==> src/rtl/result_demux.sv <==
// Routes accepted result words to one of two registered destinations (A, B),
// to both at once, or drops them when the route code is invalid.
module result_demux #(
   parameter int WIDTH = 16
) (
   input  logic             clk,
   input  logic             rst,
   input  logic [WIDTH-1:0] in_data,
   input  logic [1:0]       in_select,
   input  logic             in_valid,
   output logic             in_ready,
   output logic [WIDTH-1:0] out_a,
   output logic             out_a_valid,
   input  logic             out_a_ready,
   output logic [WIDTH-1:0] out_b,
   output logic             out_b_valid,
   input  logic             out_b_ready,
   output logic             sel_err,
   output logic [7:0]       drop_count
);

   localparam logic [1:0] SEL_A     = 2'd0;
   localparam logic [1:0] SEL_B     = 2'd1;
   localparam logic [1:0] SEL_BOTH  = 2'd2;
   localparam logic [1:0] SEL_INVAL = 2'd3;

   logic             free_a_s;
   logic             free_b_s;
   logic             ready_s;
   logic             accept_s;
   logic             tgt_a_s;
   logic             tgt_b_s;
   logic             drop_s;

   logic [WIDTH-1:0] out_a_r;
   logic [WIDTH-1:0] out_b_r;
   logic             out_a_valid_r;
   logic             out_b_valid_r;
   logic             sel_err_r;
   logic [7:0]       drop_count_r;

   // A destination is free when empty or being drained this cycle.
   assign free_a_s = !out_a_valid_r || out_a_ready;
   assign free_b_s = !out_b_valid_r || out_b_ready;

   // Readiness depends only on the offered route, never on in_valid.
   always_comb begin
      ready_s = 1'b0;
      if (rst) begin
         ready_s = 1'b0;
      end else begin
         case (in_select)
            SEL_A:     ready_s = free_a_s;
            SEL_B:     ready_s = free_b_s;
            SEL_BOTH:  ready_s = free_a_s && free_b_s;
            SEL_INVAL: ready_s = 1'b1;
            default:   ready_s = 1'b0;
         endcase
      end
   end

   // Decode which destinations an accepted word targets.
   always_comb begin
      accept_s = in_valid && ready_s;
      tgt_a_s  = 1'b0;
      tgt_b_s  = 1'b0;
      drop_s   = 1'b0;
      if (accept_s) begin
         case (in_select)
            SEL_A:     tgt_a_s = 1'b1;
            SEL_B:     tgt_b_s = 1'b1;
            SEL_BOTH: begin
               tgt_a_s = 1'b1;
               tgt_b_s = 1'b1;
            end
            SEL_INVAL: drop_s = 1'b1;
            default:   drop_s = 1'b0;
         endcase
      end else begin
         drop_s = 1'b0;
      end
   end

   // Destination A holding register; a new word overrides a drain (no bubble).
   always_ff @(posedge clk) begin
      if (rst) begin
         out_a_r       <= {WIDTH{1'b0}};
         out_a_valid_r <= 1'b0;
      end else if (tgt_a_s) begin
         out_a_r       <= in_data;
         out_a_valid_r <= 1'b1;
      end else if (out_a_ready) begin
         out_a_valid_r <= 1'b0;
      end
   end

   // Destination B holding register, independent of A.
   always_ff @(posedge clk) begin
      if (rst) begin
         out_b_r       <= {WIDTH{1'b0}};
         out_b_valid_r <= 1'b0;
      end else if (tgt_b_s) begin
         out_b_r       <= in_data;
         out_b_valid_r <= 1'b1;
      end else if (out_b_ready) begin
         out_b_valid_r <= 1'b0;
      end
   end

   // Sticky error flag and saturating drop counter.
   always_ff @(posedge clk) begin
      if (rst) begin
         sel_err_r    <= 1'b0;
         drop_count_r <= 8'd0;
      end else if (drop_s) begin
         sel_err_r <= 1'b1;
         if (drop_count_r != 8'hFF) begin
            drop_count_r <= drop_count_r + 8'd1;
         end
      end
   end

   assign in_ready    = ready_s;
   assign out_a       = out_a_r;
   assign out_a_valid = out_a_valid_r;
   assign out_b       = out_b_r;
   assign out_b_valid = out_b_valid_r;
   assign sel_err     = sel_err_r;
   assign drop_count  = drop_count_r;

endmodule

==> config.mk <==
export PLATFORM = sky130hd
export DESIGN_NAME = result_demux
export DESIGN_NICKNAME = d
export VERILOG_FILES = /design/src/rtl/result_demux.sv
export SDC_FILE = /design/constraint.sdc
export NUM_CORES = 1
export LEC_CHECK = 0
export CELL_PAD_IN_SITES_DETAIL_PLACEMENT = 1
export CELL_PAD_IN_SITES_GLOBAL_PLACEMENT = 1
export CORE_AREA = 4 4 81 83
export CTS_CLUSTER_DIAMETER = 150
export DETAILED_ROUTE_END_ITERATION = 16
export DIE_AREA = 0 0 85 87
export GPL_TIMING_DRIVEN = 0
export HOLD_SLACK_MARGIN = 0.15
export PLACE_DENSITY_LB_ADDON = 0.15
export SYNTH_ARGS = -nofsm -noshare
export SYNTH_HDL_FRONTEND = slang
export SYNTH_SLANG_ARGS = --single-unit
==> constraint.sdc <==
create_clock -name clk -period 2.1 [get_ports clk]
set_input_delay 0.42 -clock clk [delete_from_list [all_inputs] [get_ports clk]]
set_output_delay 0.42 -clock clk [all_outputs]
set_load 0.05 [all_outputs]
==> summary.txt, run 1 <==
Status
  – Status: complete, no violations

Synth
  – Post-synthesis cell count: between 150 and 200
  – FF+latch count, synth: 43
  – EDFF count, synth: 0
  – Post-synth top area share: 47.4%
  – Synth area leaders: dfxtp_1 (47%), mux2i_1 (18%), nand2_1 (7.6%)
  – Syn Nets: approximately 220
  – Yosys warning count: 0
  – Post-synthesis sequential area ratio: between 40% and 50%
  – Most common cell in the netlist: dfxtp_1
  – Post-synth ARST share: 0%
  – Top FF cell, synth: dfxtp_1
  – Count of cell types in the netlist: 33
  – Synth area leader: dfxtp_1
  – Avg Synthesized Cell Area: 9.42 sq um
  – Top cells by count, synth: dfxtp_1 (43), nand2_1 (37), mux2i_1 (32)
  – Cell area after synthesis: between 1500 and 2000 sq um

Hold path
  – Hold/Removal Path Class: register to register
  – HP Start: out_b[2]$_SDFFE_PP0P_

Pwr
  – Part of the power in registers: 50.7%
  – Sw power: approximately 0.51 mW
  – Leakage: approximately 1.2 nW
  – Logic gate share of total power: between 20% and 30%
  – Power per cell area: approximately 640 nW/um^2
  – Net Sw Frac: 29.6%
  – Internal Power: between 1 and 1.5 mW
  – Power, Total: 1.72 mW
  – Clock group share of total power: 28.5%
  – Max IR drop VDD: 0.311 mV

STA
  – Least-Margin Pin Slew: approximately 0.54 ns
  – Slew headroom: a little under two thirds
  – Fin. max-slew vios: 0
  – Final count of negative-setup-slack endpoints: 0
  – Fmax: 494 MHz
  – Hold Fails Final Rpt: 0
  – Min Clock Period, post-route: 2.02 ns
  – Setup skew after layout: 0.00296 ns
  – Fin crit share: 96.3%
  – RSZ-0062 raised after global routing: false

Setup path
  – R2r endpoint: out_a[9]$_SDFFE_PP0P_
  – Critical Path End Type: output pin
  – Arrival time worst endpoint: 1.60 ns
  – R2R Setup Slk: just over 0.3 ns
  – CP Launch Type: input pin
  – Worst Reg-to-Reg Cells: 6
  – CP endpoint: in_ready
  – Worst path required time: 1.68 ns
  – Reg-to-Reg Start: out_b_valid$_SDFFE_PP0P_
  – CP max FO: 4
  – Setup CP Type: input pin to output pin
  – Beginning of the critical path: out_a_ready

Detailed routing
  – Detailed-route DRC error count: 0
  – Post-DR vias/cell: 4.69
  – Vias: 1598
  – 1st-iter DRT viols: 45
  – Wirelength per Cell: 14.5 um
  – DRT Pass-1 Iters: 2
  – Final wirelength: a little under 5000 um
  – Final ANT Viol Nets: 0

Die
  – Cell Rows: 28
  – Initial core utilization: between 30% and 40%
  – Chip Height: 87 um
  – Die width: about 85 um
  – Core area: slightly below 6000 sq um
  – I/O pin count: 67
  – Die ar.: 7400 sq um

Layout
  – Diode count: 0
  – Share of cells above drive strength 1: 7.89%
  – Post-layout util: about 46%
  – Area Overhead vs Synth: 48.0%
  – FILL cells: 690
  – Area occupied by multi-input gates: 860 sq um
  – Reg area: 861 sq um
  – Nets: 296

Placement
  – Gpl congestion: ~0.73
  – HPWL after DPL: 3690 um
  – PortBufs: 66

Flow run
  – Max Cap Violations: 0

Clocking
  – Longest Clk Path Bufs: 2
  – H-tree depth: 2
  – Root buffer cell: clkbuf_8
  – Sink Count: 43
  – CTS Buf Count: 5
  – Clock latency on the worst-skew pair: 0.29 ns
  – Clk slew on worst S/H paths: 0.07 ns
  – CTS tree: done

GRT
  – Busiest grt layer: met2
  – Grt met2 use: 22.7%
  – Met1 Resource Use GR: between 15 and 20%
  – Grt met3 use: roughly 4.6%
  – GRT Total Usage: between 10% and 20%
  – First-pass GRT wire length: 8290 um
  – Gr ovfl total: 0
  – Antenna violations before repair: 0
  – Largest net degree at the start of global routing: 12
  – Vias in the first global route: 1670
-- through the flow --
stage	setup TNS (ns)	setup WS, ns	std cells	hold slack, ns	cell area [sq um]
floorplan	0	0.174	193	0.572	1820
global placement	-13.52	-0.845	334	0.444	2570
detailed placement	-15.10	-0.877	334	0.451	2570
CTS	0	0.0162	340	0.465	2650
global route	0	0.0138	341	0.483	2690
finish	0	0.0768	341	0.462	2690
-- critical path, stage by stage --
cell and delay, ns:
clkdlybuf4s50_1 0.49, and3b_2 0.25, nor2_4 0.12, o21a_1 0.16, buf_6 0.16
-- sequential cells by signal, indices dropped and copies added (netlist names) --
name,flops
out_a,16
out_b,16
drop_count,8
out_a_valid,1
out_b_valid,1
sel_err,1
-- cell usage in the layout (no fill, tap or decap), types with 2 or more instances in the layout --
cell type,n
clkdlybuf4s50_1,62
dfxtp_1,43
nand2_1,37
mux2i_1,32
inv_1,18
clkbuf_1,6
ha_1,6
a21oi_1,5
clkbuf_8,5
buf_4,4
or4_1,4
nor3_1,3
nand3_1,3
o21ai_0,3
inv_2,2
and4_1,2
buf_6,2
o311ai_0,2
nor2_1,2
-- cell type report --
type | instances | area share, %
inverter | 21 | 2.93
timing repair buffer | 67 | 24.8
sequential | 43 | 32.0
clock buffer | 6 | 2.70
multi-input combinational | 119 | 32.0
tap | 75 | 3.49
buffer | 10 | 2.14
-- metal layers --
metal | routed length [um] | vias to the layer above | share of wire (%)
li1 | - | 797 | -
met2 | 2250 | 40 | 46
met3 | 314 | 10 | 6.4
met4 | 89 | 0 | 1.8
met1 | 2280 | 751 | 46
met5 | 0 | - | 0
-- what timing repair did --
| item | 4_1_cts | 5_1_grt |
|---|---|---|
| pin swaps | 1 | 3 |
| buffers inserted | 0 | 1 |
| setup endpoints to repair | 28 | 7 |
| resized for setup | 11 | 12 |
| hold buffers | 0 | 0 |
-- kinds of logic after synthesis --
group           Yosys count  share of synthesized area, %
compound gates           20                          7.30
fa+ha+maj                 6                          4.13
buf+inv                  31                          7.50
flops                    43                          47.4
mux                      32                          17.6
simple gates             61                          16.1
-- power by group through the flow --
stage	Sequential (mW)	Combinational, mW	Clock (mW)
after floorplan	1.01	0.0909	0
after global placement	0.890	0.358	0
after detailed placement	0.891	0.360	0
after CTS	0.873	0.362	0.509
after global routing	0.878	0.383	0.544
final	0.872	0.359	0.490
-- worst min path at each step --
stage | endpoint | slack (ns) | cells after the start
5_1_grt | out_b[2]$_SDFFE_PP0P_ | 0.48 | 2
3_5_place_dp | out_a[13]$_SDFFE_PP0P_ | 0.45 | 2
4_1_cts | out_a[13]$_SDFFE_PP0P_ | 0.46 | 2
2_1_floorplan | out_a[0]$_SDFFE_PP0P_ | 0.57 | 2
3_3_place_gp | out_a[0]$_SDFFE_PP0P_ | 0.44 | 2
6_report | out_b[2]$_SDFFE_PP0P_ | 0.46 | 2
(Power assumes the default switching activity.)
==> run 2: changes to the inputs <==
SLEW_MARGIN = 20   (was not set)
==> results of run 2 <==
Same layout as run 1: the final DEF is identical, and so are final timing and power.
==> run 3: changes to the inputs <==
--- a/config.mk
+++ b/config.mk
@@ -8,11 +8,13 @@
 export CELL_PAD_IN_SITES_DETAIL_PLACEMENT = 1
 export CELL_PAD_IN_SITES_GLOBAL_PLACEMENT = 1
-export CORE_AREA = 4 4 81 83
+export CORE_AREA = 4 4 80 82
+export CTS_BUF_LIST = sky130_fd_sc_hd__clkbuf_4 sky130_fd_sc_hd__clkbuf_8
 export CTS_CLUSTER_DIAMETER = 150
 export DETAILED_ROUTE_END_ITERATION = 16
-export DIE_AREA = 0 0 85 87
+export DIE_AREA = 0 0 84 86
 export GPL_TIMING_DRIVEN = 0
 export HOLD_SLACK_MARGIN = 0.15
 export PLACE_DENSITY_LB_ADDON = 0.15
+export SKIP_CTS_REPAIR_TIMING = 1
 export SLEW_MARGIN = 20
 export SYNTH_ARGS = -nofsm -noshare
==> constraint.sdc (replaced) <==
create_clock -name clk -period 2.1 [get_ports clk]
set_input_delay 0.315 -clock clk [delete_from_list [all_inputs] [get_ports clk]]
set_output_delay 0.315 -clock clk [all_outputs]
set_load 0.05 [all_outputs]
==> run 3 against run 2 <==
- die area is 2.3% lower
- largest cell class unchanged
- critical endpoint unchanged
- hold slack hardly changed
- global-route usage is 0.57 points lower
==> summary.txt, run 3 (synthesized netlist as in run 1, its figures left out) <==
Status
  – Status: complete, no violations

Setup path
  – Buf/Inv on CP: 2
  – Worst path required time: 1.78 ns
  – CP max FO: 3
  – R2R Setup Slk: 0.30 ns
  – Crit path max-delay family: compound AO/OA/AOI/OAI gates
  – Reg-to-Reg Start: drop_count[5]$_SDFFE_PP0P_
  – Worst Reg-to-Reg Cells: 5
  – Crit path depth: 5
  – Largest stage delay on the critical path: 0.39 ns
  – Critical Path End Type: output pin
  – CP Launch Type: input pin
  – Setup CP Type: input pin to output pin
  – Arrival time worst endpoint: about 1.6 ns
  – Crit path max-delay cell type: clkdlybuf4s50_1
  – Beginning of the critical path: out_b_ready
  – CP endpoint: in_ready
  – R2r endpoint: drop_count[7]$_SDFFE_PP0P_
  – CP Cell Sequence: clkdlybuf4s50_1, nand2b_1, a211o_1, o21a_1, buf_6

Die
  – I/O pin count: 67
  – Cell Rows: 28
  – Initial core utilization: a little under a third
  – Die ar.: ~7200 sq um
  – Chip Height: between 80 and 90 um
  – Core area: around 5700 sq um
  – Die width: ~84 um

Clocking
  – CTS Buf Count: 5
  – Root buffer cell: clkbuf_8
  – Clk slew on worst S/H paths: roughly 0.080 ns
  – H-tree depth: 2
  – Clock latency on the worst-skew pair: slightly below 0.3 ns
  – Sink Count: 43
  – Longest Clk Path Bufs: 2
  – CTS tree: done

GRT
  – Gr ovfl total: 0
  – Antenna violations before repair: 0
  – GRT Total Usage: a little over an eighth
  – First-pass GRT wire length: ~7900 um
  – Vias in the first global route: 1644
  – Largest net degree at the start of global routing: 13

Detailed routing
  – DRT Pass-1 Iters: 3
  – WL met1: 2040 um
  – Final wirelength: 4800 um
  – Wirelength per Cell: 14.1 um
  – Detailed-route DRC error count: 0
  – 1st-iter DRT viols: 46
  – Top Layer Used: met4
  – Final ANT Viol Nets: 0
  – Post-DR vias/cell: around 4.6
  – WL met3: around 280 um
  – Vias: between 1500 and 2000
  – Metal2 WL: 2440 um

STA
  – Slew headroom: around 64%
  – Setup skew after layout: 0.00871 ns
  – Least-Margin Pin Slew: 0.535 ns
  – Hold Fails Final Rpt: 0
  – RSZ-0062 raised after global routing: false
  – Fmax: 521 MHz
  – Final count of negative-setup-slack endpoints: 0
  – Fin crit share: a little over 90%
  – Fin. max-slew vios: 0
  – Min Clock Period, post-route: 1.92 ns

Hold path
  – Hold/Removal Path Class: register to register

Pwr
  – Part of the power in registers: 47.0%
  – Max IR drop VDD: 0.277 mV
  – Clock group share of total power: 33.9%
  – Sw power: between 0.5 and 0.6 mW
  – Internal Power: between 1 and 1.5 mW
  – Leakage: roughly 1.3 nW
  – Net Sw Frac: 27.2%
  – Logic gate share of total power: 19.2%
  – Power per cell area: between 600 and 700 nW/um^2

Layout
  – Commonest non-fill, non-tap cell in the layout: clkdlybuf4s50_1
  – Share of cells above drive strength 1: around 6.8%
  – Fin cells: around 340
  – Nets: 295
  – Diode count: 0
  – Area occupied by multi-input gates: 847 sq um
  – Area Overhead vs Synth: 49.1%
  – FILL cells: 665
  – Commonest cells after routing, fill and taps aside: clkdlybuf4s50_1 (63), dfxtp_1 (43), nand2_1 (37)
  – Post-layout util: 47.2%
  – Reg area: 861 sq um

Flow run
  – Max Cap Violations: 0

Placement
  – HPWL after DPL: 3590 um
  – PortBufs: 66
  – Gpl congestion: between 0.7 and 0.8
  – Post-Place Cells: 334
[run 3: how the worst min path moves through the flow]
stage                               start                    end  slack, ns  depth (start not counted)
detailed placement  out_a[9]$_SDFFE_PP0P_  out_a[9]$_SDFFE_PP0P_       0.45                          2
global route        out_b[0]$_SDFFE_PP0P_  out_b[0]$_SDFFE_PP0P_       0.49                          2
CTS                 out_a[9]$_SDFFE_PP0P_  out_a[9]$_SDFFE_PP0P_       0.46                          2
floorplan                      in_data[0]  out_a[0]$_SDFFE_PP0P_       0.47                          2
global placement    out_a[0]$_SDFFE_PP0P_  out_a[0]$_SDFFE_PP0P_       0.44                          2
finish              out_a[9]$_SDFFE_PP0P_  out_a[9]$_SDFFE_PP0P_       0.46                          2
[run 3: through the flow]
| stage | hold slack, ns | power (mW) | setup slack, ns | setup TNS [ns] | instance area [sq um] |
|---|---|---|---|---|---|
| finish | 0.462 | 1.85 | 0.181 | 0 | 2710 |
| global route | 0.491 | 1.95 | 0.119 | 0 | 2710 |
| CTS | 0.465 | 1.89 | -0.654 | -0.914 | 2680 |
| detailed placement | 0.455 | 1.25 | -0.660 | -9.72 | 2570 |
| global placement | 0.444 | 1.25 | -0.645 | -9.07 | 2570 |
| floorplan | 0.467 | 1.10 | 0.189 | 0 | 1820 |
[run 3: power by group through the flow]
stage	Clock, mW	Combinational, mW	Sequential [mW]
floorplan	0	0.0909	1.01
global placement	0	0.357	0.890
detailed placement	0	0.359	0.890
CTS	0.654	0.360	0.872
global route	0.696	0.377	0.877
finish	0.628	0.356	0.871
[run 3: final cells by class]
cell class              count  area share, %
plain buffers              10           2.12
multi-input cells         119           31.2
clock buffers               6           2.81
inverters                  21           2.91
repair buffers             66           24.6
flip-flops and latches     43           31.7
well taps                  75           3.46
clock inverters             1           1.11
[run 3: tightest hold or removal path, delay by kind of cell (launching register included)]
kind             cells  cell delay (ns)
muxes                1             0.05
and+or+nand+nor      1             0.05
DFF                  1             0.31
[run 3: per-layer routing]
layer  vias up  global-route usage (%)
li1        798                       -
met1       735                    15.7
met2        32                    23.7
met3         4                    4.90
met4         0                    4.39
met5         -                       0
